--- config.mk ---
export PLATFORM = sky130hd
export DESIGN_NAME = tt_fpga_io_bank
export DESIGN_NICKNAME = d
export VERILOG_FILES = /design/src/rtl/tt_fpga_io_pkg.sv /design/src/rtl/tt_fpga_pin_filter.sv /design/src/rtl/tt_fpga_io_bank.sv
export SDC_FILE = /design/constraint.sdc
export NUM_CORES = 1
export LEC_CHECK = 0
export ABC_AREA = 1
export CAP_MARGIN = 20
export CORE_MARGIN = 5
export CORE_UTILIZATION = 53
export CTS_BUF_LIST = sky130_fd_sc_hd__clkbuf_16
export DETAILED_ROUTE_END_ITERATION = 10
export PLACE_DENSITY = 0.89
export RECOVER_POWER = 100
export SETUP_SLACK_MARGIN = 0.2
export SKIP_LAST_GASP = 1
export SYNTH_ARGS = -nofsm -noshare
export SYNTH_HDL_FRONTEND = slang
export SYNTH_SLANG_ARGS = --single-unit
--- constraint.sdc ---
create_clock -name clk -period 2.3 [get_ports clk]
set_input_delay 0.575 -clock clk [delete_from_list [all_inputs] [get_ports clk]]
set_output_delay 0.575 -clock clk [all_outputs]
set_load 0.01 [all_outputs]
--- src/rtl/tt_fpga_io_pkg.sv ---
// Shared defaults and helpers for the TT FPGA I/O bank.
package tt_fpga_io_pkg;

   localparam int DEF_WIDTH       = 8;
   localparam int DEF_SYNC_STAGES = 2;
   localparam int DEF_FILT_LIMIT  = 4;

   // Width of a counter that must hold values 0..limit.
   function automatic int cnt_width(input int limit);
      return $clog2(limit + 1);
   endfunction

endpackage

--- src/rtl/tt_fpga_pin_filter.sv ---
// One pin: input synchroniser, consecutive-mismatch glitch filter and edge pulses.
module tt_fpga_pin_filter
   import tt_fpga_io_pkg::*;
#(
   parameter int SYNC_STAGES = DEF_SYNC_STAGES,
   parameter int FILT_LIMIT  = DEF_FILT_LIMIT
) (
   input  logic clk,
   input  logic rst,
   input  logic pad_in,
   output logic stable,
   output logic rise,
   output logic fall
);

   localparam int            CW   = cnt_width(FILT_LIMIT);
   localparam logic [CW-1:0] LAST = CW'(FILT_LIMIT - 1);

   logic [SYNC_STAGES-1:0] chain;
   logic                   sync;
   logic [CW-1:0]          cnt;
   logic                   accept;

   assign sync   = chain[SYNC_STAGES-1];
   // The counter never exceeds LAST, so it can never wrap.
   assign accept = (sync != stable) && (cnt == LAST);

   // Metastability chain; the asynchronous pad enters at bit 0.
   always_ff @(posedge clk) begin
      if (rst) chain <= '0;
      else     chain <= {chain[SYNC_STAGES-2:0], pad_in};
   end

   // Accept a new level only after FILT_LIMIT consecutive mismatching cycles.
   always_ff @(posedge clk) begin
      if (rst) begin
         stable <= 1'b0;
         cnt    <= '0;
         rise   <= 1'b0;
         fall   <= 1'b0;
      end else begin
         rise <= accept &  sync;
         fall <= accept & ~sync;
         if (sync == stable) begin
            cnt <= '0;
         end else if (accept) begin
            stable <= sync;
            cnt    <= '0;
         end else begin
            cnt <= cnt + CW'(1);
         end
      end
   end

endmodule

--- src/rtl/tt_fpga_io_bank.sv ---
// Bank of WIDTH bidirectional pins: filtered inputs with edge pulses, registered outputs.
module tt_fpga_io_bank
   import tt_fpga_io_pkg::*;
#(
   parameter int WIDTH       = DEF_WIDTH,
   parameter int SYNC_STAGES = DEF_SYNC_STAGES,
   parameter int FILT_LIMIT  = DEF_FILT_LIMIT,
   parameter bit LOOPBACK    = 1'b0
) (
   input  logic             clk,
   input  logic             rst,
   input  logic [WIDTH-1:0] pad_in,
   output logic [WIDTH-1:0] pad_out,
   output logic [WIDTH-1:0] pad_oe,
   input  logic [WIDTH-1:0] core_out,
   input  logic [WIDTH-1:0] core_oe,
   output logic [WIDTH-1:0] core_in,
   output logic [WIDTH-1:0] rise,
   output logic [WIDTH-1:0] fall
);

   logic [WIDTH-1:0] stable;

   for (genvar i = 0; i < WIDTH; i++) begin : g_pin
      tt_fpga_pin_filter #(
         .SYNC_STAGES (SYNC_STAGES),
         .FILT_LIMIT  (FILT_LIMIT)
      ) u_pin (
         .clk    (clk),
         .rst    (rst),
         .pad_in (pad_in[i]),
         .stable (stable[i]),
         .rise   (rise[i]),
         .fall   (fall[i])
      );
   end

   // Register drive values and enables; reset leaves every pad undriven.
   always_ff @(posedge clk) begin
      if (rst) begin
         pad_out <= '0;
         pad_oe  <= '0;
      end else begin
         pad_out <= core_out;
         pad_oe  <= core_oe;
      end
   end

   // In loopback, driven pins report what they drive; edges still come from the filter.
   assign core_in = LOOPBACK ? ((pad_oe & pad_out) | (~pad_oe & stable)) : stable;

endmodule

==> results by group <==
Run status
  – Outcome: completed

Power and ir drop
  – Combinational power share: 0.046
  – Sw frac: 0.2001
  – PwrDens: 803.0 mW/mm²
  – Clock power frac: 0.461
  – Seq pwr share: 0.493
  – Power Internal: ~2.3 mW
  – VDD IR max: 483.6 µV
  – Psw: 0.5803 mW
  – LEAKAGE: 1.689 nW

Worst setup path
  – Crit Reg-Reg Startpoint: g_pin[4].u_pin.cnt[0]
  – R2r setup slk: between 1 and 1.5 ns
  – R2r endpoint: g_pin[4].u_pin.cnt[2]
  – CP max stage delay: 0.63 ns
  – Buf/Inv on CP: 1
  – Worst path top cell family by delay: buffers and inverters
  – Cell count of the worst reg-to-reg path: 5
  – Critical path class: reg2out
  – Worst path cell trace: dlygate4sd3_1
  – Critical Path Start Type: flop
  – Worst path arrival time: 1.35 ns
  – Critical Path End Type: output pin
  – Worst-path fanout max: 5
  – Worst EP required: approximately 1.7 ns
  – Critical path's slowest cell: dlygate4sd3_1

Clock tree
  – CTS max path bufs: 2
  – Postcts setup bufs: 0
  – CTS Root Cell: clkbuf_16
  – Worst-Skew Late Latency: 0.32 ns
  – Post_cts resized: 0
  – CTS Hold Bufs: 0
  – CTS tree: done
  – CTS H-tree depth: 3
  – CTS sink count: 80
  – Worst-path clk slew: 0.06 ns
  – Total CTS buffers: 9

Global route
  – Largest net degree at the start of global routing: 36
  – Total gr overflow: 0
  – Antenna violations before repair: 0
  – Global-route wire length before repair: 8086 µm
  – Grt peak-use layer: met2
  – Met2 Use GR: 0.2668
  – M1 GR Usage: 0.1335
  – Vias in the first global route: 1,984
  – GR Util met3: 0.06139
  – Total GRT Usage: 0.1459

Synth
  – Synth warn: 0
  – Post-synthesis cell count: between 300 and 400
  – Syn Area/Cell: 8.856 µm²
  – Sequential area share after synthesis: 0.5634
  – Mapped cell area: 0.002843 mm²
  – Net count after synthesis: 363
  – Synth cell types: 15
  – Count of state elements after synthesis: 80

Floorplan
  – Initial Util: 0.5496
  – Die X-Extent: 83.24 µm
  – IO Count: 66
  – Area of the die: 0.006928 mm²
  – Die Ht: 83.24 µm
  – Cell Rows: 26
  – Core footprint: 0.005172 mm²

Placement
  – Number of port buffers: 65
  – Dpl cells: 428
  – Routability cong.: around 0.76
  – Placed wire-length estimate: between 3000 and 4000 µm

STA
  – Worst Skew: 0.004983 ns
  – Final Cycle Share: 0.8365
  – Final setup viols: 0
  – Fmax: 0.5198 GHz
  – RSZ-0062 raised after global routing: no
  – Setup TNS Final: 0 ns
  – Slew Viols, Final: 0
  – Slew at the pin closest to its max-slew limit: 0.7187 ns
  – Final Hold Violating Endpoints: 0
  – Minimum clock period: 1.924 ns
  – Worst slew margin: 0.5209

Route
  – Post-DR vias/cell: roughly 4.5
  – WL/cell: around 10 µm
  – Vias post-DR: between 1,500 and 2,000
  – DRT antenna net count: 0
  – Initial DRC Count: 69
  – Routed wire length: between 4000 and 5000 µm
  – DRC: 0
  – Pre-Repair DR Iteration Count: 5

Cells and area
  – Fraction of layout cells with a size suffix above 1: 0.04545
  – Layout area overhead: 27.07%
  – Fin cells: 444
  – Commonest cells after routing, fill and taps aside: dfxtp_1 (80), nor2_1 (68), inv_1 (66), dlygate4sd3_1 (40), nand2_1 (34)
  – Fin nets: 411
  – Leading cell type in the layout, fill and taps excluded: dfxtp_1
  – Ant. Diodes: 0

Min path
  – Hold endpoint: g_pin[1].u_pin.chain[1]
  – Worst hold stages: 2
  – HP Class: reg2reg
  – Hold Startpoint: g_pin[1].u_pin.chain[0]

Run
  – Maxcap violations: 0
-- tightest hold or removal path, cell delays in order (launching register included) --
cell	delay (ns)
dfxtp_1	0.29
inv_1	0.04
nor2_1	0.03
-- cells in the mapped netlist --
master	instances	area (µm²)
dfxtp_1	80	1602
nor2_1	67	251.5
inv_1	64	240.2
nand2_1	34	127.6
buf_4	24	180.2
ha_1	16	200.2
nor3_1	10	50.05
o21ai_0	8	40.04
nand3_1	7	35.03
clkbuf_8	3	41.29
nor2_4	3	33.78
buf_6	2	22.52
a21oi_1	1	5.000
inv_2	1	3.750
nand3_2	1	10.01
-- power groups by stage --
stage	combinational (mW)	clock [mW]	sequential (mW)
2_1_floorplan	0.0600	0	1.47
3_3_place_gp	0.142	0	1.46
3_5_place_dp	0.146	0	1.46
4_1_cts	0.147	1.37	1.43
5_1_grt	0.151	1.44	1.43
6_report	0.134	1.34	1.43
-- how the worst max path moves through the flow --
stage	startpoint	end	cells after the start
after floorplan	rst	g_pin[0].u_pin.chain[0]	4
after global placement	g_pin[5].u_pin.stable	core_in[5]	1
after detailed placement	g_pin[0].u_pin.stable	core_in[0]	1
after CTS	g_pin[1].u_pin.stable	core_in[1]	1
after global routing	g_pin[5].u_pin.stable	core_in[5]	1
final	g_pin[5].u_pin.stable	core_in[5]	1
-- routing by layer --
layer | vias to the layer above | wire length, µm
met2 | 58 | 2360
met3 | 8 | 399
met5 | - | 0
met4 | 0 | 98
li1 | 1018 | -
met1 | 898 | 1757
-- metrics by stage --
step           setup slack (ns)  hold slack (ns)  total power, mW    util  cell area (µm²)
2_1_floorplan             1.167           0.3883            1.526       -             2843
3_3_place_gp             0.8137           0.3899            1.601  0.6480             3352
3_5_place_dp             0.7773           0.3959            1.607  0.6480             3352
4_1_cts                  0.4255           0.4039            2.950  0.7039             3641
5_1_grt                  0.3187           0.4262            3.024  0.6984             3612
6_report                 0.3761           0.3983            2.900  0.6984             3612
-- cell type report --
type                    instances  area (µm²)
repair buffers                 66       649.4
fillers                       391        1560
clock inverters                 7       63.81
flip-flops and latches         80        1602
clock buffers                   9       225.2
well taps                      70       87.58
inverters                      65       244.0
multi-input cells             147       740.7
-- cell families (layout without fill, tap and decap cells) --
| family | after synthesis | in the layout | share of synthesized area |
|---|---|---|---|
| DFF | 80 | 80 | 0.5634 |
| and+or+nand+nor | 122 | 122 | 0.1787 |
| adders and majority gates | 16 | 16 | 0.07042 |
| buffers and inverters | 94 | 147 | 0.1717 |
| AOI/OAI and AO/OA | 9 | 9 | 0.01584 |
-- state kept, by name, summed over array words and instances, names as in the netlist --
signal,count
g_pin.u_pin.chain,16
g_pin.u_pin.cnt,24
g_pin.u_pin.fall,8
g_pin.u_pin.rise,8
g_pin.u_pin.stable,8
pad_oe,8
pad_out,8
(Power assumes the default switching activity.)
